===== src/rtl/mem_arbiter_pkg.sv =====
// Shared constants and helpers for the data-memory arbiter: RV32I load/store
// funct3 codes, response ownership tags and access legality checks.
package mem_arbiter_pkg;

  localparam logic [2:0] FNC_LB  = 3'b000;
  localparam logic [2:0] FNC_LH  = 3'b001;
  localparam logic [2:0] FNC_LW  = 3'b010;
  localparam logic [2:0] FNC_LBU = 3'b100;
  localparam logic [2:0] FNC_LHU = 3'b101;
  localparam logic [2:0] FNC_SB  = 3'b000;
  localparam logic [2:0] FNC_SH  = 3'b001;
  localparam logic [2:0] FNC_SW  = 3'b010;

  localparam logic OWNER_CORE = 1'b0;
  localparam logic OWNER_AUX  = 1'b1;

  typedef struct packed {
    logic       valid;
    logic       owner;
    logic [2:0] funct3;
    logic [1:0] off;
    logic       err;
  } rsp_t;

  function automatic logic funct3_legal(input logic we, input logic [2:0] funct3);
    if (we) return (funct3 == FNC_SB) || (funct3 == FNC_SH) || (funct3 == FNC_SW);
    return (funct3 == FNC_LB) || (funct3 == FNC_LH) || (funct3 == FNC_LW) ||
           (funct3 == FNC_LBU) || (funct3 == FNC_LHU);
  endfunction

  // Size is encoded in funct3[1:0] for both loads and stores.
  function automatic logic misaligned(input logic [2:0] funct3, input logic [1:0] off);
    case (funct3[1:0])
      2'b01:   return off[0];
      2'b10:   return off != 2'b00;
      default: return 1'b0;
    endcase
  endfunction

endpackage


===== src/rtl/mem_arbiter_load_extract.sv =====
// Combinational load lane select and extension; shared with the I/O read path.
module load_extract
  import mem_arbiter_pkg::*;
(
  input  logic [2:0]  funct3,
  input  logic [1:0]  offset,
  input  logic [31:0] word,
  output logic [31:0] data
);

  logic [7:0]  lane_byte;
  logic [15:0] lane_half;

  assign lane_byte = word[8*offset +: 8];
  assign lane_half = offset[1] ? word[31:16] : word[15:0];

  // NOTE: every always_comb output gets a default first; a missed branch would otherwise infer a latch.
  always_comb begin
    data = 32'h0;
    case (funct3)
      FNC_LB:  data = {{24{lane_byte[7]}}, lane_byte};
      FNC_LH:  data = {{16{lane_half[15]}}, lane_half};
      FNC_LW:  data = word;
      FNC_LBU: data = {24'h0, lane_byte};
      FNC_LHU: data = {16'h0, lane_half};
      default: data = 32'h0;
    endcase
  end

endmodule


===== src/rtl/mem_arbiter.sv =====
// Arbitrates the single-port data memory between the core load/store port and
// the auxiliary full-word port, with fixed core priority and bounded aux starvation.
module mem_arbiter
  import mem_arbiter_pkg::*;
#(
  parameter int ADDR_WIDTH   = 14,
  parameter int STARVE_LIMIT = 4
) (
  input  logic                  clk,
  input  logic                  rst,

  input  logic                  core_req_valid,
  output logic                  core_req_ready,
  input  logic                  core_we,
  input  logic [2:0]            core_funct3,
  input  logic [31:0]           core_addr,
  input  logic [31:0]           core_wdata,
  output logic                  core_rvalid,
  output logic [31:0]           core_rdata,
  output logic                  core_err,

  input  logic                  aux_req_valid,
  output logic                  aux_req_ready,
  input  logic                  aux_we,
  input  logic [ADDR_WIDTH-1:0] aux_addr,
  input  logic [31:0]           aux_wdata,
  output logic                  aux_rvalid,
  output logic [31:0]           aux_rdata,

  output logic                  mem_en,
  output logic [3:0]            mem_we,
  output logic [ADDR_WIDTH-1:0] mem_addr,
  output logic [31:0]           mem_din,
  input  logic [31:0]           mem_dout
);

  localparam logic [3:0] LIMIT = 4'(STARVE_LIMIT);

  logic [3:0] streak_q, streak_d;
  rsp_t       rsp_q, rsp_d;

  logic at_limit;
  logic core_grant, aux_grant;
  logic core_bad;
  logic [3:0]  store_we;
  logic [31:0] store_din;
  logic [31:0] load_data;
  logic        unused_addr;

  assign unused_addr = ^core_addr[31:ADDR_WIDTH+2];

  assign at_limit       = (streak_q == LIMIT);
  assign core_req_ready = !rst && !(aux_req_valid && at_limit);
  assign aux_req_ready  = !rst && (!core_req_valid || at_limit);
  assign core_grant     = core_req_valid && core_req_ready;
  assign aux_grant      = aux_req_valid && aux_req_ready;

  assign core_bad = !funct3_legal(core_we, core_funct3) ||
                    misaligned(core_funct3, core_addr[1:0]);

  always_comb begin
    store_we  = 4'b1111;
    store_din = core_wdata;
    case (core_funct3[1:0])
      2'b00: begin
        store_we  = 4'b0001 << core_addr[1:0];
        store_din = {4{core_wdata[7:0]}};
      end
      2'b01: begin
        store_we  = 4'b0011 << {core_addr[1], 1'b0};
        store_din = {2{core_wdata[15:0]}};
      end
      default: ;
    endcase
  end

  // Memory port mux; bad core accesses are accepted but never touch memory.
  always_comb begin
    mem_en   = 1'b0;
    mem_we   = 4'b0000;
    mem_addr = '0;
    mem_din  = 32'h0;
    if (core_grant && !core_bad) begin
      mem_en   = 1'b1;
      mem_addr = core_addr[ADDR_WIDTH+1:2];
      if (core_we) begin
        mem_we  = store_we;
        mem_din = store_din;
      end
    end else if (aux_grant) begin
      mem_en   = 1'b1;
      mem_we   = {4{aux_we}};
      mem_addr = aux_addr;
      mem_din  = aux_wdata;
    end
  end

  always_comb begin
    streak_d = streak_q;
    if (core_grant && aux_req_valid)
      streak_d = at_limit ? streak_q : streak_q + 4'd1;
    else if (aux_grant || !aux_req_valid)
      streak_d = 4'd0;
  end

  always_comb begin
    rsp_d = '0;
    if (core_grant) begin
      if (core_bad) begin
        rsp_d.err = 1'b1;
      end else if (!core_we) begin
        rsp_d.valid  = 1'b1;
        rsp_d.owner  = OWNER_CORE;
        rsp_d.funct3 = core_funct3;
        rsp_d.off    = core_addr[1:0];
      end
    end else if (aux_grant && !aux_we) begin
      rsp_d.valid = 1'b1;
      rsp_d.owner = OWNER_AUX;
    end
  end

  // NOTE: state registers use non-blocking assignments so every flop samples pre-edge values.
  always_ff @(posedge clk) begin
    if (rst) begin
      // NOTE: only control state needs reset; the payload fields are cleared too but carry no meaning without valid.
      streak_q <= 4'd0;
      rsp_q    <= '0;
    end else begin
      streak_q <= streak_d;
      rsp_q    <= rsp_d;
    end
  end

  load_extract u_load_extract (
    .funct3 (rsp_q.funct3),
    .offset (rsp_q.off),
    .word   (mem_dout),
    .data   (load_data)
  );

  // Responses are masked by rst so a read in flight when reset arrives is dropped.
  assign core_rvalid = !rst && rsp_q.valid && (rsp_q.owner == OWNER_CORE);
  assign aux_rvalid  = !rst && rsp_q.valid && (rsp_q.owner == OWNER_AUX);
  assign core_err    = !rst && rsp_q.err;
  assign core_rdata  = core_rvalid ? load_data : 32'h0;
  assign aux_rdata   = aux_rvalid ? mem_dout : 32'h0;

endmodule


===== config.mk =====
export PLATFORM = sky130hd
export DESIGN_NAME = mem_arbiter
export DESIGN_NICKNAME = d
export VERILOG_FILES = /design/src/rtl/mem_arbiter_pkg.sv /design/src/rtl/mem_arbiter_load_extract.sv /design/src/rtl/mem_arbiter.sv
export SDC_FILE = /design/constraint.sdc
export NUM_CORES = 1
export LEC_CHECK = 0
export CORE_AREA = 2 2 105 107
export DETAILED_ROUTE_END_ITERATION = 6
export DIE_AREA = 0 0 107 109
export PLACE_DENSITY = 0.7
export SLEW_MARGIN = 20
export SYNTH_ARGS = -nofsm -noshare
export SYNTH_HDL_FRONTEND = slang
export SYNTH_SLANG_ARGS = --single-unit

===== constraint.sdc =====
create_clock -name clk -period 2.7 [get_ports clk]
set_input_delay 0.54 -clock clk [delete_from_list [all_inputs] [get_ports clk]]
set_output_delay 0.54 -clock clk [all_outputs]
set_load 0.02 [all_outputs]

# --- Word-level counts from Yosys, hierarchy flattened ---
# Cells that the tools add are included.
word_totals:
  ff_bits: 12
  latchBits: 0
  ram_bits: 0
  romBits: 0
  elab_cells: 86
  n_memories: 0
op_classes:
  add_sub_neg: 1
  multipliers: 0
  div_mod_pow: 0
  n_lt_le_gt_ge: 0
  n_eq_ne: 12
  n_shift: 3
  n_mux: 28
  bitwise: 2
  n_reduce_logical: 34
op_table:
  columns: ["cell", "count"]
  rows:
  - ["$mux W32", 5]
  - ["$pmux W32 S5", 1]
  - ["$pmux W32 S2", 1]
  - ["$shiftx A32 B6 Y8", 1]
  - ["$mux W14", 2]
  - ["$mux W4", 6]
  - ["$mux W16", 1]
  - ["$mux W7", 2]
  - ["$eq A3 B3 Y1 const B", 4]
  - ["$logic_and A1 B1 Y1", 12]
  - ["$pmux W4 S2", 1]
  - ["$logic_not A1 Y1", 7]
  - ["$logic_or A1 B1 Y1", 7]
  - ["$eq A3 B1 Y1 const B", 2]
  - ["$eq A3 B2 Y1 const B", 2]
  - ["$logic_not A3 Y1", 2]
  - ["$mux W1", 6]
  - ["$add A4 B1 Y4 const B", 1]
  - ["$eq A4 B3 Y1 const B", 1]
  - ["$mux W2", 2]
  - ["$reduce_bool A2 Y1", 2]
  - ["$reduce_or A4 Y1", 1]
  - ["$shl A1 B2 Y4 const A", 1]
  - ["$shl A2 B2 Y4 const A", 1]
  - ["8 further kinds", 9]

# --- Logic depth before layout (Yosys ltp) ---
# Gate-level depths: netlist of the first run.
logic_depth:
  word_depth: 11
  ltp_mapped: 9

# --- Cells and area by module ---
# Synthesis of the first run repeated with hierarchy kept, for this count alone.
unflattened:
  hier_cells: 347
  hier_area_um2: 2585.0
by_module_without_submodules:
  columns: ["module", "instances", "cells_each", "area_each_um2"]
  rows:
  - ["mem_arbiter", 1, 239, 1823.0]
  - ["load_extract", 1, 108, 762.0]

# --- Worst setup path before layout of the first run ---
# OpenSTA, ideal clock, no wires.
synth_timing:
  path_type: "input port to output port"
  start: "input port core_funct3[1]"
  end: "output port mem_din[23]"
  t_arrival_ps: 2293
  t_required_ps: 2160
  path_slack_ps: -133
  cell_stages: 7
  path_buffers: 2
  path_cell_list: "clkbuf_1 > inv_1 > ha_1 > a21bo_2 > nand3_1 > buf_2 > o2bb2ai_1"
synth_via:
  elab_chain_cells: 11
  elab_cells_between_ends: 22
  classes_between: "eq/ne: 6; mux: 6; reduce/logical: 10"
synth_lines:
  columns: ["element", "line_no", "source"]
  rows:
  - ["start: declaration", "mem_arbiter.sv:15", "input logic [2:0] core_funct3,"]
  - ["$eq A3 B1 Y1 / $logic_not A3 Y1 (equally long branches)", "mem_arbiter_pkg.sv:26, mem_arbiter_pkg.sv:27", null]
  - ["$logic_or A1 B1 Y1 (2 in series)", "mem_arbiter_pkg.sv:26, mem_arbiter_pkg.sv:27", null]
  - ["$logic_or A1 B1 Y1", "mem_arbiter_pkg.sv:27", "return (funct3 == FNC_LB) || (funct3 == FNC_LH) || (funct3 == FNC_LW) ||"]
  - ["$logic_or A1 B1 Y1", "mem_arbiter_pkg.sv:28", "(funct3 == FNC_LBU) || (funct3 == FNC_LHU);"]
  - ["$mux W1", "mem_arbiter_pkg.sv:27", null]
  - ["$logic_not A1 Y1", "mem_arbiter.sv:58", "assign core_bad = !funct3_legal(core_we, core_funct3) ||"]
  - ["$logic_or A1 B1 Y1", "mem_arbiter.sv:58", null]
  - ["$logic_not A1 Y1", "mem_arbiter.sv:83", "if (core_grant && !core_bad) begin"]
  - ["$logic_and A1 B1 Y1", "mem_arbiter.sv:83", null]
  - ["$mux W32 *", "mem_arbiter.sv:83", null]
  - ["end: declaration", "mem_arbiter.sv:33", "output logic [31:0] mem_din,"]
# Mark *: on every way between the ends. The rest lies on a longest branch, timed or not. The select of a mux whose other input is x is not followed.

# --- Worst setup path after layout of the first run ---
layout_timing:
  start: "input port core_funct3[2]"
  end: "output port mem_addr[1]"
layout_via:
  elab_chain_cells: 11
  elab_cells_between_ends: 16
  classes_between: "eq/ne: 4; mux: 3; reduce/logical: 9"
layout_lines:
  columns: ["element", "line_no", "source"]
  rows:
  - ["$eq A3 B1 Y1 / $logic_not A3 Y1 (equally long branches)", "mem_arbiter_pkg.sv:26, mem_arbiter_pkg.sv:27", null]
  - ["$logic_or A1 B1 Y1 (2 in series)", "mem_arbiter_pkg.sv:26, mem_arbiter_pkg.sv:27", null]
  - ["$logic_or A1 B1 Y1", "mem_arbiter_pkg.sv:27", null]
  - ["$logic_or A1 B1 Y1", "mem_arbiter_pkg.sv:28", null]
  - ["$mux W1 *", "mem_arbiter_pkg.sv:27", null]
  - ["$logic_not A1 Y1 *", "mem_arbiter.sv:58", null]
  - ["$logic_or A1 B1 Y1 *", "mem_arbiter.sv:58", null]
  - ["$logic_not A1 Y1 *", "mem_arbiter.sv:83", null]
  - ["$logic_and A1 B1 Y1 *", "mem_arbiter.sv:83", null]
  - ["$mux W14 *", "mem_arbiter.sv:83", null]
  - ["end: declaration", "mem_arbiter.sv:32", "output logic [ADDR_WIDTH-1:0] mem_addr,"]
# Marked as above.

==> run summary, run 1 <==
Hold Vio Cnt, Final: 0
vias per cell: 5.123
ys flop type: dfxtp_1
Seq cells post-synth: 12
number of global-route vias before repair: 3,717
post-layout util: 0.5020
Final Cycle Share: 0.9754
WL final: 13,760 um
CP peak stage delay: 0.45 ns
minimum setup slack after placement: -0.7741 ns
mean post-synth cell area: 7.654 sq um
Yosys cell types: 42
largest cells by area after synthesis: a22o_1 12%, dfxtp_1 11%, o2bb2ai_1 10%, and2_1 9.6%, a22oi_1 6.6%
r2r endpoint: rsp_q[1]
area share of the leading cell type in the synthesized netlist: 0.1229
full die area: 11,660 sq um
IO Pins: 271
share of cells above drive strength 1: 0.2962
Area growth, synth to finish: 133.4%
std cell rows: 38
Core Footprint: 10,600 sq um
Hold Path Depth: 2
critical path required time: 2.16 ns
Post-DP HPWL: 11,230 um
TritonCTS Sinks: 12
Slew headroom: 0.7312
Async SR Flop Fraction: 0
root buf cell: clkbuf_8
largest net degree at the start of global routing: 37
CTS tree: done
syn nets: 454
Post-Syn Instances: 298
antenna violations before repair: 1
CTS H-tree lvls: 1
pwr/cell area: 176.1 nW/um^2
Reg clk slew, reported paths: 0.05 ns
routability cong.: 0.9528
Final WS setup: 0.06634 ns
reg2reg setup slack: 1.03 ns
Hold Buf Count CTS: 0
CP endpoint kind: output pin
Fmax: 0.3797 GHz
end of the critical path: mem_addr[1]
initial drt markers: 180
DRC Markers: 0
R2R depth: 8
Initial Util: 0.2151
Worst VDD drop: 0.0001614 V
clk_lat worst skew: 0.23 ns
Synth area leader: a22o_1
# nets final: 742
Tmin final: 2.634 ns
post-route ant nets: 0
mapped cell area: 2281 sq um
GRT Residual Overflow: 0
max-slew violation count: 0
deepest clock path buffer count: 2
Tot GR Track Use: 0.2177
Port Buffers: 254
Die Y: 109 um
Max FO, Critical Path: 7
TritonCTS buffer count: 3
Vias: 3,719
yosys warns: 0
Hold WC Path Type: flip-flop to flip-flop
outcome: finished clean
first-pass GRT wire length: 19,780 um
Pleak: 0.002347 uW
Critical Path Start Type: primary input
# setup viols final: 0
slowest CP cell: clkdlybuf4s50_1
TritonRoute pass-1 iters: 4
DR WL/cell: 18.96 um
WHS: 0.5395 ns
Clock Skews: 0.002943 ns
CP arrival: 2.09 ns
max_cap viols: 0
EDFF count, synth: 0
worst path cell trace: clkdlybuf4s50_1, nand2b_1, a22oi_2, and3_4, buf_4, a22o_1, clkdlybuf4s15_2
Seq/Total Area, Yosys: 0.1053
die width: 107 um
Worst-Margin Slew: 0.4015 ns
total power: 937.5 uW
crit path from: core_funct3[2]
r2r startpoint: streak_q[0]
Crit Path Class: primary input to output pin
[worst min-delay path by stage]
stage                      from     endpoint  slack, ns
floorplan           streak_q[0]  streak_q[0]       0.43
global placement    streak_q[3]  streak_q[3]       0.50
detailed placement  streak_q[3]  streak_q[3]       0.51
CTS                 streak_q[3]  streak_q[3]       0.53
global route        streak_q[3]  streak_q[3]       0.56
finish              streak_q[3]  streak_q[3]       0.54
[report_power, final]
part	switching, uW	internal, uW	total, uW
Combinational	260	339	599
Sequential	3.62	182	185
Clock	55.6	97.4	153
Total	319	618	937
[layout by cell type, fill, tap and decap left out, types with 5 or more instances in the layout]
| master | Yosys | routed |
|---|---|---|
| nor2_1 | 9 | 9 |
| dfxtp_1 | 12 | 11 |
| clkdlybuf4s15_2 | 0 | 34 |
| a22oi_1 | 20 | 19 |
| nand2_1 | 14 | 14 |
| dlygate4sd2_1 | 0 | 9 |
| buf_12 | 0 | 6 |
| clkbuf_2 | 2 | 22 |
| a22o_1 | 32 | 32 |
| buf_4 | 0 | 55 |
| a21oi_1 | 26 | 26 |
| buf_2 | 13 | 18 |
| clkdlybuf4s15_1 | 0 | 5 |
| mux2_2 | 10 | 10 |
| and2_1 | 35 | 33 |
| inv_1 | 8 | 6 |
| a21o_1 | 18 | 18 |
| mux2i_1 | 8 | 8 |
| clkdlybuf4s50_1 | 0 | 159 |
| o2bb2ai_1 | 26 | 25 |
[through the flow]
stage / std cells / TNS [ns] / area, sq um
after floorplan: 298 / 0 / 2282
after global placement: 713 / -50.15 / 5300
after detailed placement: 713 / -52.38 / 5300
after CTS: 723 / 0 / 5445
after global routing: 725 / -0.001879 / 5320
final: 726 / 0 / 5323
[critical path: cells and delay by family]
family                 cells  cell delay (ns)
AND/OR/NAND/NOR            2             0.38
buffers and inverters      3             0.85
AO/OA/AOI/OAI              2             0.31
[kinds of logic after synthesis]
logic type,share of synthesized area
compound gates,0.4493
xor+xnor,0.007681
fa+ha+maj,0.02743
buf+inv,0.08228
flops,0.1053
mux,0.1042
simple gates,0.2238
[synth_stat cells, types with 2 or more instances]
master,count
nor2b_1,4
o22ai_1,3
o21ai_0,2
a22oi_1,20
nor3_1,4
ha_1,5
buf_6,3
clkbuf_1,13
dfxtp_1,12
nand3_1,2
inv_1,8
and3_1,3
a21oi_1,26
mux2i_1,8
nand4b_1,2
o2bb2ai_1,26
nand2b_1,2
nand2_1,14
mux4_2,2
nor2_1,9
a32oi_1,4
and2_1,35
clkbuf_2,2
mux2_2,10
a21o_1,18
and3b_1,2
buf_2,13
a22o_1,32
[routing by layer]
metal,global-route usage,vias up,wire [um]
li1,-,1718,-
met1,0.2126,1749,4749
met2,0.4222,221,7162
met3,0.06814,31,1349
met4,0.09091,0,503
met5,0,-,0
[repair_timing]
item / CTS / global route
gates resized for setup: 228 / 66
pin swaps: 4 / 4
setup endpoints to repair: 116 / 77
buffers inserted: 6 / 0
cloned: 1 / 1
[registers in the layout, summed over array words and instances, names as in the netlist]
name      cells
rsp_q         8
streak_q      4
[final cells by class]
class	count	area (sq um)
multi-input cells	247	1909
well taps	140	175.2
inverters	8	30.03
repair buffers	314	2920
flip-flops and latches	12	241.5
clock buffers	3	41.29
diodes	2	5.005
fillers	1035	5280
Power figures use the tool's default switching activity.
==> inputs of run 2 (changes only) <==
--- a/config.mk
+++ b/config.mk
@@ -5,6 +5,7 @@
 export SDC_FILE = /design/constraint.sdc
 export NUM_CORES = 1
 export LEC_CHECK = 0
+export CAP_MARGIN = 5
 export CORE_AREA = 2 2 105 107
 export DETAILED_ROUTE_END_ITERATION = 6
 export DIE_AREA = 0 0 107 109
==> results of run 2 <==
Same layout as run 1: the final DEF is identical, and so are final timing and power.
==> inputs of run 3 (changes only) <==
--- a/config.mk
+++ b/config.mk
@@ -7,6 +7,7 @@
 export LEC_CHECK = 0
 export CAP_MARGIN = 5
 export CORE_AREA = 2 2 105 107
+export CTS_CLUSTER_SIZE = 40
 export DETAILED_ROUTE_END_ITERATION = 6
 export DIE_AREA = 0 0 107 109
 export PLACE_DENSITY = 0.7
==> results of run 3 <==
Same layout as run 1: the final DEF is identical, and so are final timing and power.
